`config.mk`:
```
export PLATFORM = sky130hd
export DESIGN_NAME = fp64_mul_word_sequencer_flat
export DESIGN_NICKNAME = d
export VERILOG_FILES = /design/src/rtl/fp64_seq_pkg.sv /design/src/rtl/fp64_mul_word_sequencer_if.sv /design/src/rtl/fp64_classify.sv /design/src/rtl/fp64_mul_word_sequencer.sv /design/src/flat_wrapper.sv
export SDC_FILE = /design/constraint.sdc
export NUM_CORES = 1
export LEC_CHECK = 0
export ABC_CLOCK_PERIOD_IN_PS = 2900
export CAP_MARGIN = 20
export CORE_ASPECT_RATIO = 0.5
export CORE_MARGIN = 2
export CORE_UTILIZATION = 53
export CTS_BUF_LIST = sky130_fd_sc_hd__clkbuf_4
export DETAILED_ROUTE_END_ITERATION = 6
export PLACE_DENSITY_LB_ADDON = 0.3
export SLEW_MARGIN = 10
export SYNTH_ARGS = -nofsm -noshare
export SYNTH_HDL_FRONTEND = slang
export SYNTH_SLANG_ARGS = --single-unit
```
`constraint.sdc`:
```
create_clock -name clk -period 2.9 [get_ports clk]
set_input_delay 0.58 -clock clk [delete_from_list [all_inputs] [get_ports clk]]
set_output_delay 0.58 -clock clk [all_outputs]
set_load 0.02 [all_outputs]
```
`src/rtl/fp64_seq_pkg.sv`:
```
// Shared types and constants for the fp64 multiplier word sequencer.
// Field constants are also used by the optional FP64_SEQ_FLAGS_EN classifier.
package fp64_seq_pkg;

    typedef enum logic [2:0] {
        IDLE,
        LOAD,
        WAIT,
        SEND_LO,
        SEND_HI
    } seq_state_e;

    // Operand word order on the input stream
    localparam logic [1:0] IDX_A_LO = 2'd0;
    localparam logic [1:0] IDX_A_HI = 2'd1;
    localparam logic [1:0] IDX_B_LO = 2'd2;
    localparam logic [1:0] IDX_B_HI = 2'd3;

    // IEEE-754 binary64 field layout
    localparam int unsigned EXP_MSB  = 62;
    localparam int unsigned EXP_LSB  = 52;
    localparam int unsigned MAN_W    = 52;
    localparam logic [10:0] EXP_ONES = 11'h7FF;

    // Bit positions within m_flags
    localparam int unsigned NAN  = 3;
    localparam int unsigned INF  = 2;
    localparam int unsigned ZERO = 1;
    localparam int unsigned SUB  = 0;

endpackage

```
`src/rtl/fp64_mul_word_sequencer_if.sv`:
```
// Stream, multiplier and status signals of the fp64 multiplier word sequencer.
// m_flags exists only when FP64_SEQ_FLAGS_EN is defined.
// slave: the sequencer itself. master: the surrounding environment.
interface fp64_mul_word_sequencer_if;

    logic [31:0] s_data;
    logic        s_valid;
    logic        s_ready;
    logic [63:0] op_a;
    logic [63:0] op_b;
    logic [63:0] mul_product;
    logic [31:0] m_data;
    logic        m_valid;
    logic        m_last;
    logic        m_ready;
    logic        busy;
`ifdef FP64_SEQ_FLAGS_EN
    logic [3:0]  m_flags;
`endif

    modport slave (
        input  s_data, s_valid, mul_product, m_ready,
        output s_ready, op_a, op_b, m_data, m_valid, m_last, busy
`ifdef FP64_SEQ_FLAGS_EN
        , output m_flags
`endif
    );

    modport master (
        output s_data, s_valid, mul_product, m_ready,
        input  s_ready, op_a, op_b, m_data, m_valid, m_last, busy
`ifdef FP64_SEQ_FLAGS_EN
        , input m_flags
`endif
    );

endinterface

```
`src/rtl/fp64_classify.sv`:
```
// Combinational binary64 classifier: flags = {nan, inf, zero, subnormal}.
// Only instantiated when FP64_SEQ_FLAGS_EN is defined.
module fp64_classify
    import fp64_seq_pkg::*;
(
    input  logic [63:0] value,
    output logic [3:0]  flags
);

    logic [10:0]      exp_field;
    logic [MAN_W-1:0] man_field;
    logic             unused_sign;

    assign exp_field   = value[EXP_MSB:EXP_LSB];
    assign man_field   = value[MAN_W-1:0];
    // Sign does not affect the class
    assign unused_sign = value[63];

    // Decode exponent/mantissa extremes into class flags
    always_comb begin
        flags       = '0;
        flags[NAN]  = (exp_field == EXP_ONES) && (man_field != '0);
        flags[INF]  = (exp_field == EXP_ONES) && (man_field == '0);
        flags[ZERO] = (exp_field == '0) && (man_field == '0);
        flags[SUB]  = (exp_field == '0) && (man_field != '0);
    end

endmodule

```
`src/rtl/fp64_mul_word_sequencer.sv`:
```
// Word sequencer around a combinational fp64 multiplier: collects four 32-bit
// operand words into op_a/op_b, waits MUL_LAT cycles, captures the product and
// returns it as a low word then a high (m_last) word.
// Optional FP64_SEQ_FLAGS_EN adds m_flags = {nan, inf, zero, subnormal} of the result.
module fp64_mul_word_sequencer
    import fp64_seq_pkg::*;
#(
    parameter int unsigned MUL_LAT = 1,  // 1..15
    parameter int unsigned WORD_W  = 32  // must be 32
) (
    input  logic                       clk,
    input  logic                       rst_n,
    fp64_mul_word_sequencer_if.slave   bus
);

    localparam logic [3:0] LAT = 4'(MUL_LAT);

    seq_state_e  state;
    logic [1:0]  idx;
    logic [3:0]  cnt;
    logic [63:0] op_a;
    logic [63:0] op_b;
    logic [63:0] result;
    logic        s_ready;
    logic        m_valid;
    logic        m_last;
    logic        busy;
    logic        capture;

    // Counter is about to expire: the product has settled for MUL_LAT cycles
    assign capture = (state == WAIT) && (cnt == 4'd1);

    // Control FSM with registered handshake outputs and operand/result registers
    always_ff @(posedge clk or negedge rst_n) begin
        if (!rst_n) begin
            state   <= IDLE;
            idx     <= '0;
            cnt     <= '0;
            op_a    <= '0;
            op_b    <= '0;
            result  <= '0;
            s_ready <= 1'b0;
            m_valid <= 1'b0;
            m_last  <= 1'b0;
            busy    <= 1'b0;
        end else begin
            unique case (state)
                IDLE: begin
                    state   <= LOAD;
                    s_ready <= 1'b1;
                end
                LOAD: begin
                    // s_ready is held high for the whole of LOAD
                    if (bus.s_valid) begin
                        unique case (idx)
                            IDX_A_LO: op_a[WORD_W-1:0]        <= bus.s_data;
                            IDX_A_HI: op_a[2*WORD_W-1:WORD_W] <= bus.s_data;
                            IDX_B_LO: op_b[WORD_W-1:0]        <= bus.s_data;
                            IDX_B_HI: op_b[2*WORD_W-1:WORD_W] <= bus.s_data;
                        endcase
                        idx  <= idx + 2'd1;
                        busy <= 1'b1;
                        if (idx == IDX_B_HI) begin
                            state   <= WAIT;
                            cnt     <= LAT;
                            s_ready <= 1'b0;
                        end
                    end
                end
                WAIT: begin
                    if (capture) begin
                        result  <= bus.mul_product;
                        cnt     <= '0;
                        m_valid <= 1'b1;
                        state   <= SEND_LO;
                    end else begin
                        cnt <= cnt - 4'd1;
                    end
                end
                SEND_LO: begin
                    if (bus.m_ready) begin
                        m_last <= 1'b1;
                        state  <= SEND_HI;
                    end
                end
                SEND_HI: begin
                    if (bus.m_ready) begin
                        m_valid <= 1'b0;
                        m_last  <= 1'b0;
                        idx     <= '0;
                        s_ready <= 1'b1;
                        busy    <= 1'b0;
                        state   <= LOAD;
                    end
                end
                default: begin
                    state <= IDLE;
                end
            endcase
        end
    end

    // Result word select; driven purely from registered state and result
    always_comb begin
        bus.m_data = '0;
        if (state == SEND_LO) begin
            bus.m_data = result[WORD_W-1:0];
        end else if (state == SEND_HI) begin
            bus.m_data = result[2*WORD_W-1:WORD_W];
        end
    end

    assign bus.s_ready = s_ready;
    assign bus.m_valid = m_valid;
    assign bus.m_last  = m_last;
    assign bus.busy    = busy;
    assign bus.op_a    = op_a;
    assign bus.op_b    = op_b;

`ifdef FP64_SEQ_FLAGS_EN
    logic [3:0] flags_c;
    logic [3:0] m_flags;

    fp64_classify u_classify (
        .value (bus.mul_product),
        .flags (flags_c)
    );

    // Flags are latched together with the result and held through both beats
    always_ff @(posedge clk or negedge rst_n) begin
        if (!rst_n) begin
            m_flags <= '0;
        end else if (capture) begin
            m_flags <= flags_c;
        end
    end

    assign bus.m_flags = m_flags;
`endif

endmodule

```
`src/flat_wrapper.sv`:
```
// flat-port wrapper written by rule: the top's interface ports become plain ports
module fp64_mul_word_sequencer_flat import fp64_seq_pkg::*;
#(
    parameter int unsigned MUL_LAT = 1,          
    parameter int unsigned WORD_W  = 32               
)
  (clk, rst_n, bus_s_data, bus_s_valid, bus_mul_product, bus_m_ready, bus_s_ready, bus_op_a, bus_op_b, bus_m_data, bus_m_valid, bus_m_last, bus_busy);
  fp64_mul_word_sequencer_if bus_i ();
  input  logic clk;
  input  logic rst_n;
  input wire logic [$bits(bus_i.s_data)-1:0] bus_s_data;
  input wire logic [$bits(bus_i.s_valid)-1:0] bus_s_valid;
  input wire logic [$bits(bus_i.mul_product)-1:0] bus_mul_product;
  input wire logic [$bits(bus_i.m_ready)-1:0] bus_m_ready;
  output wire logic [$bits(bus_i.s_ready)-1:0] bus_s_ready;
  output wire logic [$bits(bus_i.op_a)-1:0] bus_op_a;
  output wire logic [$bits(bus_i.op_b)-1:0] bus_op_b;
  output wire logic [$bits(bus_i.m_data)-1:0] bus_m_data;
  output wire logic [$bits(bus_i.m_valid)-1:0] bus_m_valid;
  output wire logic [$bits(bus_i.m_last)-1:0] bus_m_last;
  output wire logic [$bits(bus_i.busy)-1:0] bus_busy;
  assign bus_i.s_data = bus_s_data;
  assign bus_i.s_valid = bus_s_valid;
  assign bus_i.mul_product = bus_mul_product;
  assign bus_i.m_ready = bus_m_ready;
  assign bus_s_ready = bus_i.s_ready;
  assign bus_op_a = bus_i.op_a;
  assign bus_op_b = bus_i.op_b;
  assign bus_m_data = bus_i.m_data;
  assign bus_m_valid = bus_i.m_valid;
  assign bus_m_last = bus_i.m_last;
  assign bus_busy = bus_i.busy;
  fp64_mul_word_sequencer #(.MUL_LAT(MUL_LAT), .WORD_W(WORD_W)) u_core (.clk(clk), .rst_n(rst_n), .bus(bus_i));
endmodule
```
=== After elaboration in Yosys (flattened, before gate mapping) ===
Cells that the tools add are included.

* Register bits after elaboration: 205
* Input bits: 100

* Add/subtract/negate cells: 2
* Mux-type cells: 25
* Equality and inequality tests: 13
* Reduce and logical (&&, ||, !) cells: 19

{| class="wikitable"
|+ Operator list
! kind !! number
|-
| $mux 32 || 2
|-
| $reduce_and 3->1 || 8
|-
| $mux 3 || 5
|-
| $pmux 3 s5 || 1
|-
| $mux 4 || 3
|-
| $pmux 4 s2 || 1
|-
| $reduce_bool 2->1 || 4
|-
| $eq 3x2->1 const B || 2
|-
| $mux 1 || 6
|-
| $ne 2x2->1 const B || 3
|-
| $pmux 1 s2 || 3
|-
| $reduce_and 5->1 || 1
|-
| $eq 2x2->1 const B || 2
|-
| $eq 4x1->1 const B || 1
|-
| $mux 2 || 2
|-
| $ne 2x1->1 const B || 2
|-
| $pmux 2 s2 || 1
|-
| $reduce_and 4->1 || 1
|-
| $sub 4x1->4 const B || 1
|-
| $eq 3x1->1 const B || 1
|-
| $eq 3x3->1 const B || 1
|-
| $logic_not 3->1 || 1
|-
| $pmux 1 s3 || 1
|-
| $reduce_bool 3->1 || 1
|-
| 5 further kinds || 5
|}

=== Logic depth before layout (Yosys ltp) ===
Gate-level depths: netlist of run 1.

* Depth in word-level cells: 4
* Depth in mapped cells: 8
* Gate-level depth less buffers: 6

=== Least setup slack after synthesis of run 1 ===
Ideal clock, no wire load.

* Kind: register to output
* Start point: reg u_core.state[0]
* End point: out bus_m_data[10]
* Stages on the path, launching flop included: 5
* Data arrival time: 1.557 ns
* Path slack: 0.763 ns
* Required time: 2.320 ns
* Buffers on the path: 2
* Path through: dfrtp_1 clkbuf_1 nor3b_2 clkbuf_1 a22o_1

* Word-level cells in the longest chain between the ends: 3
* Elaborated cells on any way between the ends: 4
* Those cells by class: 2 x eq/ne; 2 x mux

{| class="wikitable"
|+ Ends and longest elaborated chain
! what !! line !! source
|-
| start: declaration || fp64_mul_word_sequencer.sv:18 || <nowiki>seq_state_e state;</nowiki>
|-
| start signal: assignment || fp64_mul_word_sequencer.sv:36 || <nowiki>state <= IDLE;</nowiki>
|-
| start signal: assignment || fp64_mul_word_sequencer.sv:49 || <nowiki>state <= LOAD;</nowiki>
|-
| start signal: assignment || fp64_mul_word_sequencer.sv:64 || <nowiki>state <= WAIT;</nowiki>
|-
| $eq 3x3->1 || fp64_mul_word_sequencer.sv:108 || <nowiki>end else if (state == SEND_HI) begin</nowiki>
|-
| $mux 32 || fp64_mul_word_sequencer.sv:108 ||
|-
| $mux 32 * || fp64_mul_word_sequencer.sv:106 || <nowiki>if (state == SEND_LO) begin</nowiki>
|-
| end: declaration || flat_wrapper.sv:18 || <nowiki>output wire logic [$bits(bus_i.m_data)-1:0] bus_m_data;</nowiki>
|}

Every way passes the cells marked *; elsewhere a longest branch is shown, timed or not.

=== Worst setup path in the final report of run 1 ===
* Start point: reg u_core.state[2]
* End point: out bus_m_data[0]

The elaborated chain is that of the path after synthesis.

==> results of run 1 <==
through the flow:
| step | area, um^2 | total power [uW] | utilization | cells | worst slack [ps] |
|---|---|---|---|---|---|
| CTS | 12300 | 14700 | 0.751 | 1147 | 42.2 |
| global route | 12300 | 15400 | 0.752 | 1147 | 2.86 |
| floorplan | 8840 | 9300 | - | 595 | 763 |
| global placement | 11700 | 12000 | 0.713 | 1064 | 309 |
| finish | 12300 | 14600 | 0.752 | 1147 | 143 |
| detailed placement | 11700 | 12300 | 0.713 | 1064 | 303 |
synth_stat cells (all sizes together) (3+ instances only):
cell type and instances:
a21oi 5, a22o 32, buf 23, clkbuf 12
dfrtp 205, ha 6, inv 5, mux2 161
nand2 111, nor2 7, nor3b 3, o21ai 3
registers in the layout, summed over array words and instances, names as in the netlist:
name / cells
u_core.result: 64
u_core.bus.op_b: 64
u_core.bus.op_a: 64
u_core.cnt: 4
u_core.bus.s_ready: 1
u_core.state: 3
u_core.bus.m_valid: 1
u_core.bus.m_last: 1
u_core.bus.busy: 1
u_core.idx: 2
critical path, stage by stage, from the launching register on:
cell and delay [ps]:
sky130_fd_sc_hd__dfrtp_1 370, sky130_fd_sc_hd__buf_4 210, sky130_fd_sc_hd__nor3b_4 270, sky130_fd_sc_hd__buf_6 220, sky130_fd_sc_hd__a22o_1 190, sky130_fd_sc_hd__clkdlybuf4s15_1 320
what timing repair did:
action | 4_1_cts | 5_1_grt
hold buffers | 1 | 0
endpoints found under the setup margin | 32 | 16
resized for setup | 37 | 22
endpoints found under the hold margin | 27 | 0
logic make-up (layout without fill, tap and decap cells):
family	Yosys count	after routing
flops	205	205
mux	163	163
simple gates	132	132
compound gates	49	49
buf+inv	40	365
fa+ha+maj	6	6
placed cells by master, fill, tap and decap left out, drive strengths merged, types with 3 or more instances in the layout:
master         instances
clkdlybuf4s50        230
dfrtp                205
mux2                 161
nand2                111
clkbuf                74
a22o                  32
clkdlybuf4s15         17
buf                   14
dlygate4sd2           13
clkinv                 9
nor2                   7
ha                     6
inv                    5
a21oi                  5
o21ai                  3
nor3b                  3
power breakdown:
part	leakage (uW)	internal [uW]	total, uW	switching [uW]
Sequential	0.00245	4280	5140	866
Clock	0.000371	1290	2420	1130
Combinational	0.00319	3930	7000	3070
Total	0.00601	9500	14600	5060
worst min path at each step:
stage,end,from,slack [ps]
finish,u_core.bus.op_b[52]$_DFFE_PN0P_,u_core.bus.op_b[52]$_DFFE_PN0P_,470
global route,u_core.bus.op_b[54]$_DFFE_PN0P_,u_core.bus.op_b[54]$_DFFE_PN0P_,500
CTS,u_core.bus.op_b[54]$_DFFE_PN0P_,u_core.bus.op_b[54]$_DFFE_PN0P_,480
detailed placement,u_core.bus.op_b[52]$_DFFE_PN0P_,u_core.bus.op_b[52]$_DFFE_PN0P_,460
global placement,u_core.bus.op_b[36]$_DFFE_PN0P_,u_core.bus.op_b[36]$_DFFE_PN0P_,460
floorplan,u_core.bus.busy$_DFFE_PN0P_,rst_n,280
final cells by class:
| type | count | area share |
|---|---|---|
| Sequential cell | 205 | 0.417 |
| Clock inverter | 11 | 0.00774 |
| Tap cell | 227 | 0.0231 |
| Multi-Input combinational cell | 350 | 0.279 |
| Clock buffer | 71 | 0.0434 |
| Inverter | 5 | 0.00153 |
| Timing Repair Buffer | 278 | 0.227 |
per-layer routing:
metal	global-route usage	wire length, um	vias up
li1	-	-	2675
met1	0.314	9380	2905
met2	0.385	9900	197
met3	0.0626	1280	35
met4	0.0688	394	0
met5	0	0	-
==> impl_summary.md, run 1 <==
Synthesis
The post-synthesis compound-gate area fraction is 0.0443. The share of the synthesized netlist area taken by xor and xnor gates is 0. The adder-cell share of the synthesized area is 0.00849.

During synthesis, Yosys emitted a total of 0 warnings. The post-synthesis net count is ~700. The flip-flop cell with the highest count after synthesis is sky130_fd_sc_hd__dfrtp_1.

The multiplexer fraction of the synthesized cell area is 0.266. The post-synth design cell area is about 8800 um^2. For this run, the register share of the synthesized area comes to 0.580. The combinational family with the most area after synthesis is multiplexers. The register bit count reported by yosys is approximately 200. The number of synthesized flops with an enable pin is 0. The post-synthesis instance total is just under 600.

Of the total synthesized cell area, the portion taken by AND, OR, NAND and NOR gates is 0.0680. Of the post-synthesis cell area, the dominant cell type holds 0.580. The mean area per synthesized cell is ~15 um^2. The largest area contributor in the synthesized netlist is sky130_fd_sc_hd__dfrtp_1.

Of all flip-flops after synthesis, the portion carrying an async set or reset was 1.00. Sorting the synthesized cells by area gives the leading types as sky130_fd_sc_hd__dfrtp_1 (58%), sky130_fd_sc_hd__mux2_4 (24%), sky130_fd_sc_hd__nand2_1 (4.6%), sky130_fd_sc_hd__a22o_1 (3.2%), sky130_fd_sc_hd__mux2_2 (2.8%). The synthesized netlist contains 35 unique library cells.

Worst setup path
The worst setup path startpoint is u_core.state[2]$_DFFE_PN0P_. In this run the register-to-register setup slack is between 600 and 700 ps. For the worst setup path, the data required time is about 2300 ps. Along the worst path, the maximum fanout reaches 16. The most critical setup path has its endpoint at bus_m_data[0]. The endpoint of the worst register-to-register path is u_core.result[47]$_DFFE_PN0P_. Measured in cells, the most critical reg-to-reg path has a length of 6. The nature of the critical path endpoint is a primary output. STA classifies the critical path startpoint as a flip-flop. The worst setup path category is flip-flop to primary output. The critical path arrival is about 2200 ps. In this run the critical register-to-register path is launched from u_core.cnt[1]$_DFFE_PN0P_.

Global routing
The total routing usage reported by global routing is 0.235. The number of global-route vias before repair came to approximately 6300. The global-route wire length before repair is between 30 and 40 mm. The number of antenna violations at the first check in global routing is 0. The largest net degree at the start of global routing is 76. The total overflow left after global routing is 0.

Clock network
The number of setup buffers added after CTS is 0. The total clock sinks is approximately 200. The tree is rooted in a sky130_fd_sc_hd__clkbuf_4.

The number of clock buffers added by TritonCTS is 48. The clock transition at the registers of the reported paths is 70 ps. The TritonCTS clock tree is yes. The number of buffers on the longest clock path is 3.

The depth of the CTS H-tree is 2. The later-pin clock latency in the skew report is a little over 600 ps.

Placement
The global placement routability congestion is just under 0.8. The final HPWL from detailed placement is around 14 mm. The number of input and output port buffers inserted is around 260.

Route
The average wire per standard cell is 18.3 um. The detailed router finished its first iteration with 266 violations. The total detailed-routing wirelength is 21.0 mm. The detailed-routing iteration count for the pre-antenna-repair pass is 4. The count of antenna-violating nets left after detailed routing is 0. For this run, design rule violations remaining after detail routing come to 0. The via count is ~5800. After detailed routing, the number of vias per cell comes to approximately 5.1.

Finish
The number of antenna diodes in the final layout is 0. After filler insertion, the fill cell instance count of the layout stands at 1055. In the final layout, the share of cells above drive strength 1 is 0.286. The area of combinational cells with multiple inputs is roughly 3400 um^2.

The layout overhead on the synthesized area is 39.0%. The post-layout net count is a little under 1000. The footprint of the flip-flops and latches is 5130 um^2.

STA
At the pin with the least slew margin, the transition time is 699 ps. The number of endpoints with negative hold slack in the final report was 0. The final critical-path share of the clock period is 0.951.

Headroom to the max-slew limit came out at 0.533. The clock arrives with ~43 ps of skew. On the final layout, the worst hold slack is 474 ps. The highest attainable clock frequency is around 360 MHz.

The final total negative setup slack is 0 ps. The final-report setup violation count is 0. The final number of max-transition violations is 0. The worst path in the final design needs a cycle of roughly 2800 ps, including I/O delays and setup. Setup repair after global routing left no endpoint under its margin.

Floorplan
The die is between 90 and 100 um tall. For this configuration, the core starts out at a cell density of 0.541. The standard-cell row count is 33.

In this run the count of I/O pins placed on the die edge is 264. The core area is around 16000 um^2. In this run the horizontal extent of the chip is 187 um. The area of the die is about 18000 um^2.

Job
The number of max-cap violations is 0.

Hold path
The worst hold path was traced through 2 stages. The class of the tightest hold or removal check is flip-flop to flip-flop.

Power
The power per cell area is roughly 1200 nW/um^2. VDD sags by at most between 0.5 and 0.6 mV. In this run the static leakage power is around 0.006 uW.

Status
The flow ran to the end, and the final reports show no timing, DRC or antenna violations.
Power figures use the tool's default switching activity.
==> run 2, diff against run 1 <==
--- a/config.mk
+++ b/config.mk
@@ -13,6 +13,7 @@
 export CTS_BUF_LIST = sky130_fd_sc_hd__clkbuf_4
 export DETAILED_ROUTE_END_ITERATION = 6
 export PLACE_DENSITY_LB_ADDON = 0.3
+export SKIP_LAST_GASP = 1
 export SLEW_MARGIN = 10
 export SYNTH_ARGS = -nofsm -noshare
 export SYNTH_HDL_FRONTEND = slang
==> impl_summary.md, run 2 (synthesis results as in run 1) <==
Floorplan
The overall die height is 95.3 um (unchanged). The core area is 16400 um^2 (unchanged). The top-level port count is 264 (unchanged). The effective utilization at floorplan is 0.541 (unchanged). The horizontal die dimension is 187 um (unchanged). The standard-cell row count was 33 (unchanged). The area of the die is 17800 um^2 (unchanged).

Clock network
The later-pin clock latency in the skew report is 610 ps (about the same). The post-CTS repair timing setup buffer count is 0 (unchanged). The depth of the CTS H-tree came to 2 (unchanged). The library cell used as clock root buffer is sky130_fd_sc_hd__clkbuf_4 (unchanged).

The total clock sinks is 205 (unchanged). The number of buffers on the longest clock path is 3 (unchanged). The clock transition at the registers of the reported paths came to 70 ps (about the same).

The TritonCTS clock tree is yes (unchanged). The total clock buffers created by CTS was 48 (unchanged).

Route
The total detailed-routing wirelength is 21.0 mm (about the same). The average wire per standard cell is 18.3 um (about the same). The residual DRC count is 0 (unchanged). The count of antenna-violating nets left after detailed routing is 0 (unchanged). The via-per-instance ratio is 5.07 (about the same). The detailed-routing iteration count for the pre-antenna-repair pass is 4 (unchanged).

The number of DRC markers in iteration 0 is 265 (was 266). The via count is 5820 (was 5812).

Worst setup path
The cell count of the worst reg-to-reg path is 6 (unchanged). The launching element type of the critical path is a flip-flop (unchanged). The endpoint of the worst register-to-register path is u_core.result[47]$_DFFE_PN0P_ (unchanged). The critical path arrival is 2210 ps (was 2180 ps).

The startpoint of the lowest-slack register-to-register path was u_core.cnt[1]$_DFFE_PN0P_ (unchanged). The register-to-register path setup slack is 690 ps (about the same). The nature of the critical path endpoint is a primary output (unchanged). The highest fanout seen on the critical path came to 16 (unchanged). The worst setup path category is flip-flop to primary output (unchanged). The required time of the critical path is 2320 ps (about the same).

Placement
The placement-stage cell area is 11700 um^2 (unchanged). The global placement routability congestion is 0.773 (unchanged). The number of input and output port buffers inserted was 263 (unchanged). The worst-case setup slack after placement is 303 ps (unchanged). The final HPWL from detailed placement was 13.9 mm (unchanged). The cell total after placement is 1064 (unchanged).

Hold path
The worst min-delay path endpoint is u_core.bus.op_b[52]$_DFFE_PN0P_ (unchanged). The class of the tightest hold or removal check is flip-flop to flip-flop (unchanged). The startpoint of the tightest hold check path was u_core.bus.op_b[52]$_DFFE_PN0P_ (unchanged).

The count of cells along the worst hold path was 2 (unchanged).

Finish
Largest registers in the final layout: u_core.bus.op_a x64, u_core.bus.op_b x64, u_core.result x64 (unchanged). The commonest non-fill, non-tap cell in the layout was sky130_fd_sc_hd__clkdlybuf4s50_1 (unchanged). The post-route cell area is 12300 um^2 (about the same). The number of inserted filler cells in the final layout is 1066 (was 1055). The antenna diode instance count is 0 (unchanged). The fraction of layout instances using a drive strength above 1 was 0.285 (was 0.286). The post-layout net count is 994 (unchanged).

The layout overhead on the synthesized area is 38.8% (was 39.0%). The final instance count without filler cells is 1147 (unchanged). Most frequent cells in the layout: sky130_fd_sc_hd__clkdlybuf4s50_1 (230), sky130_fd_sc_hd__dfrtp_1 (204), sky130_fd_sc_hd__mux2_4 (139), sky130_fd_sc_hd__nand2_1 (108), sky130_fd_sc_hd__clkbuf_4 (71) (unchanged).

Global routing
The number of global-route vias before repair is 6256 (unchanged). The largest net degree at the start of global routing is 76 (unchanged). The number of antenna violations at the first check in global routing is 0 (unchanged). The global-route wire length before repair was 33.3 mm (unchanged). The total grt overflow is 0 (unchanged). The total routing usage reported by global routing is 0.235 (unchanged).

STA
The maximum clock skew at final layout is 43.1 ps (about the same). The number of endpoints with negative hold slack in the final report is 0 (unchanged). The final number of max-transition violations was 0 (unchanged). The final-report setup violation count is 0 (unchanged).

Unrepaired setup endpoints after global routing: true (was false). The final total negative setup slack was 0 ps (unchanged). The slew at the pin with the worst max-slew slack came to 699 ps (unchanged). The final critical-path share of the clock period is 0.961 (was 0.951). The highest attainable clock frequency was 359 MHz (was 363 MHz). The headroom to the max-slew limit is 0.533 (unchanged). The final worst setup slack is 114 ps (was 143 ps).

The minimum clock period is 2790 ps (was 2760 ps).

Power
The peak supply drop was 0.501 mV (was 0.507 mV). The power per cell area came to 1180 nW/um^2 (about the same). The leakage component of the power is 0.00606 uW (was 0.00601 uW).

Job
The number of max-cap violations is 0 (unchanged).

Status
Status: finished, final reports clean (unchanged).
run 2: cell types whose count changed in the layout (fill, tap and decap cells not counted):
cell                              delta
sky130_fd_sc_hd__dlygate4sd2_1      +13
sky130_fd_sc_hd__clkbuf_2            -1
sky130_fd_sc_hd__clkdlybuf4s15_1    -12
run 2: timing repair:
action,CTS,global route
endpoints found under the hold margin,27,0
gates resized for setup,37,8
hold buffers,1,0
setup endpoints to repair,32,16
run 2: routing by layer:
metal  vias to the layer above  GRT usage  wire (um)
met1                      2918      0.314       9370
met3                        35     0.0626       1280
met5                         -          0          0
met2                       193      0.385       9910
met4                         0     0.0688        394
li1                       2674          -          -
run 2: cell type report:
cell class                      instances  area [um^2]  share of cell area
Tap cell                              227          284              0.0231
Inverter                                5         18.8             0.00153
Multi-Input combinational cell        350         3430               0.280
Timing Repair Buffer                  278         2780               0.227
Clock buffer                           71          533              0.0434
Clock inverter                         11         95.1             0.00774
Sequential cell                       205         5130               0.418
run 2: where the power goes:
part | total (uW) | switching, uW | internal (uW)
clock | 2420 | 1130 | 1290
combinational | 6980 | 3070 | 3920
sequential | 5150 | 867 | 4280
total | 14600 | 5060 | 9490
run 2: worst max path at each step:
stage	start	end
finish	u_core.state[2]$_DFFE_PN0P_	bus_m_data[0]
global route	u_core.state[2]$_DFFE_PN0P_	bus_m_data[31]
CTS	u_core.state[2]$_DFFE_PN0P_	bus_m_data[0]
detailed placement	bus_s_valid	u_core.bus.op_a[35]$_DFFE_PN0P_
global placement	u_core.state[0]$_DFFE_PN0P_	bus_m_data[20]
floorplan	u_core.state[0]$_DFFE_PN0P_	bus_m_data[10]
run 2: through the flow:
stage / total power, uW / hold slack [ps] / utilization
3_5_place_dp: 12300 / 461 / 0.713
3_3_place_gp: 12000 / 457 / 0.713
2_1_floorplan: 9300 / 284 / -
5_1_grt: 15300 / 496 / 0.751
4_1_cts: 14700 / 477 / 0.751
6_report: 14600 / 474 / 0.751
run 2: worst max-delay path: stages, from the launching register on:
cell and delay [ps]:
sky130_fd_sc_hd__dfrtp_1 370, sky130_fd_sc_hd__buf_4 210, sky130_fd_sc_hd__nor3b_4 270, sky130_fd_sc_hd__buf_6 220, sky130_fd_sc_hd__a22o_1 190, sky130_fd_sc_hd__dlygate4sd2_1 350
==> run 3, diff against run 2 <==
--- a/config.mk
+++ b/config.mk
@@ -12,7 +12,7 @@
 export CORE_UTILIZATION = 53
 export CTS_BUF_LIST = sky130_fd_sc_hd__clkbuf_4
 export DETAILED_ROUTE_END_ITERATION = 6
-export PLACE_DENSITY_LB_ADDON = 0.3
+export PLACE_DENSITY = 0.95
 export SKIP_LAST_GASP = 1
 export SLEW_MARGIN = 10
 export SYNTH_ARGS = -nofsm -noshare
==> impl_summary.md, run 3 (synthesis results as in run 1) <==
Route
The average wire per standard cell was 19.6 um (was 18.3 um). The via count is 5850 (was 5820). The detailed-routing iteration count for the pre-antenna-repair pass was 5 (was 4). The number of DRC markers in iteration 0 was 218 (was 265).

The total detailed-routing wirelength came to 22.3 mm (was 21.0 mm). The via-per-instance ratio is 5.15 (was 5.07). The residual DRC count is 0 (unchanged).

The count of antenna-violating nets left after detailed routing was 0 (unchanged).

Worst setup path
The highest fanout seen on the critical path is 18 (was 16). The launching element type of the critical path is a flip-flop (unchanged). The worst setup path startpoint is u_core.state[2]$_DFFE_PN0P_ (unchanged). The register-to-register path setup slack was 760 ps (was 690 ps).

The nature of the critical path endpoint is a primary output (unchanged). The critical path arrival is 2190 ps (was 2210 ps). The required time of the critical path is 2320 ps (about the same). The cell count of the worst reg-to-reg path is 5 (was 6).

The endpoint of the worst register-to-register path is u_core.result[32]$_DFFE_PN0P_ (was u_core.result[47]$_DFFE_PN0P_). The startpoint of the lowest-slack register-to-register path is u_core.state[0]$_DFFE_PN0P_ (was u_core.cnt[1]$_DFFE_PN0P_). The endpoint of the worst setup timing path was bus_m_data[0] (unchanged). The worst setup path category is flip-flop to primary output (unchanged).

Floorplan
The effective utilization at floorplan is 0.541 (unchanged). The overall die height came to 95.3 um (unchanged). The area of the die is 17800 um^2 (unchanged). The top-level port count came to 264 (unchanged).

The standard-cell row count is 33 (unchanged). The core area is 16400 um^2 (unchanged). The horizontal die dimension came to 187 um (unchanged).

Power
The peak supply drop is 0.486 mV (was 0.501 mV). The clock network power share was 0.143 (was 0.166). The switching part of the total power is 0.359 (was 0.348). The leakage component of the power is 0.00593 uW (was 0.00606 uW). The switching power summed over all nets is 5150 uW (was 5060 uW). The design internal power is 9200 uW (was 9490 uW).

The fraction of power consumed by combinational cells is 0.494 (was 0.480). The power per cell area is 1180 nW/um^2 (about the same). The sequential cell fraction of total power is 0.363 (was 0.354).

Global routing
The busiest layer in global routing is met2 (unchanged). The largest net degree at the start of global routing is 69 (was 76). The number of global-route vias before repair is 6479 (was 6256). The number of antenna violations at the first check in global routing is 0 (unchanged). The total grt overflow is 0 (unchanged).

The total routing usage reported by global routing was 0.254 (was 0.235). The global-route wire length before repair came to 35.2 mm (was 33.3 mm). The routing usage on met2 came to 0.447 (was 0.385). The met1 global-route usage came to 0.302 (was 0.314). The met3 track utilization from global routing came to 0.0743 (was 0.0626).

Hold path
The class of the tightest hold or removal check is flip-flop to flip-flop (unchanged). The startpoint of the tightest hold check path is u_core.bus.op_b[57]$_DFFE_PN0P_ (was u_core.bus.op_b[52]$_DFFE_PN0P_).

Job
The number of max-cap violations was 0 (unchanged).

STA
The highest attainable clock frequency came to 361 MHz (was 359 MHz). The headroom to the max-slew limit is 0.684 (was 0.533). The maximum clock skew at final layout is 39.8 ps (was 43.1 ps).

The minimum hold slack came to 478 ps (was 474 ps). The number of endpoints with negative hold slack in the final report is 0 (unchanged). Unrepaired setup endpoints after global routing: true (unchanged). The final worst setup slack is 127 ps (was 114 ps). The slew at the pin with the worst max-slew slack is 473 ps (was 699 ps). The final-report setup violation count was 0 (unchanged). The final total negative setup slack is 0 ps (unchanged). The minimum clock period is 2770 ps (was 2790 ps). The final number of max-transition violations is 0 (unchanged). The final critical-path share of the clock period is 0.956 (was 0.961).

Placement
The cell total after placement is 1068 (was 1064). The final HPWL from detailed placement is 15.6 mm (was 13.9 mm). The worst-case setup slack after placement is 390 ps (was 303 ps). The number of input and output port buffers inserted is 263 (unchanged).

The global placement routability congestion came to 0.814 (was 0.773).

Finish
The post-layout net count is 997 (was 994). Largest registers in the final layout: u_core.bus.op_a x64, u_core.bus.op_b x64, u_core.result x64 (unchanged). The layout overhead on the synthesized area is 37.7% (was 38.8%). The antenna diode instance count is 0 (unchanged).

The final instance count without filler cells is 1137 (was 1147). The number of inserted filler cells in the final layout came to 1024 (was 1066). Most frequent cells in the layout: sky130_fd_sc_hd__clkdlybuf4s50_1 (230), sky130_fd_sc_hd__dfrtp_1 (203), sky130_fd_sc_hd__mux2_4 (139), sky130_fd_sc_hd__nand2_1 (108), sky130_fd_sc_hd__clkbuf_4 (62) (was sky130_fd_sc_hd__clkdlybuf4s50_1 (230), sky130_fd_sc_hd__dfrtp_1 (204), sky130_fd_sc_hd__mux2_4 (139), sky130_fd_sc_hd__nand2_1 (108), sky130_fd_sc_hd__clkbuf_4 (71)). The commonest non-fill, non-tap cell in the layout is sky130_fd_sc_hd__clkdlybuf4s50_1 (unchanged). The fraction of layout instances using a drive strength above 1 is 0.305 (was 0.285). The final core area utilization is 0.745 (was 0.751).

Clock network
The post-CTS repair timing setup buffer count is 0 (unchanged). The clock transition at the registers of the reported paths is 60 ps (was 70 ps). The library cell used as clock root buffer is sky130_fd_sc_hd__clkbuf_4 (unchanged). The TritonCTS clock tree is yes (unchanged).

The depth of the CTS H-tree was 2 (unchanged). The total clock buffers created by CTS was 47 (was 48). The later-pin clock latency in the skew report is 620 ps (was 610 ps). The number of buffers on the longest clock path is 3 (unchanged).

The total clock sinks was 205 (unchanged).

Status
Status: finished, final reports clean (unchanged).
run 3: cell types whose count changed in the layout (fill, tap and decap cells not counted), sizes merged:
cell,before,now
buf,14,18
bufinv,2,0
clkbuf,73,77
clkdlybuf4s15,5,15
clkinv,9,6
dlygate4sd2,26,3
run 3: worst min path at each step:
stage | end | slack (ps) | depth (start not counted)
after CTS | u_core.result[57]$_DFFE_PN0P_ | 440 | 2
after floorplan | u_core.bus.busy$_DFFE_PN0P_ | 280 | 0
after detailed placement | u_core.bus.op_b[32]$_DFFE_PN0P_ | 460 | 2
final | u_core.bus.op_b[57]$_DFFE_PN0P_ | 480 | 2
after global placement | u_core.bus.op_b[46]$_DFFE_PN0P_ | 460 | 2
after global routing | u_core.result[57]$_DFFE_PN0P_ | 480 | 2
run 3: metal layers:
layer,part of all wire,vias to the layer above
li1,-,2655
met1,0.40,2942
met2,0.51,207
met3,0.062,46
met4,0.028,0
met5,0,-
run 3: through the flow:
step	total power [uW]	cell area [um^2]
global route	15100	12200
finish	14400	12200
CTS	14500	12200
floorplan	9300	8840
global placement	12100	11700
detailed placement	12400	11700
run 3: what timing repair did:
action | 4_1_cts | 5_1_grt
pin swaps | 0 | 0
endpoints found under the setup margin | 32 | 32
resized for setup | 57 | 35
hold buffers | 1 | 0
hold endpoints to repair | 55 | 0
run 3: power by group through the flow:
stage / combinational (uW) / sequential [uW] / clock (uW)
2_1_floorplan: 3210 / 6090 / 0
3_3_place_gp: 6940 / 5150 / 0
3_5_place_dp: 7210 / 5210 / 0
4_1_cts: 7150 / 5200 / 2130
5_1_grt: 7450 / 5360 / 2290
6_report: 7090 / 5210 / 2050
run 3: layout make-up:
cell class	instances	area, um^2	share of cell area
tap	227	284	0.0233
clock buffer	62	465	0.0382
inverter	5	18.8	0.00154
sequential	205	5130	0.421
timing repair buffer	282	2820	0.232
clock inverter	6	23.8	0.00195
multi-input combinational	350	3430	0.282
run 3: critical path, stage by stage (launching register included):
cell and delay [ps]:
sky130_fd_sc_hd__dfrtp_2 420, sky130_fd_sc_hd__buf_4 180, sky130_fd_sc_hd__nor3b_4 250, sky130_fd_sc_hd__buf_6 220, sky130_fd_sc_hd__a22o_1 170, sky130_fd_sc_hd__dlygate4sd2_1 330
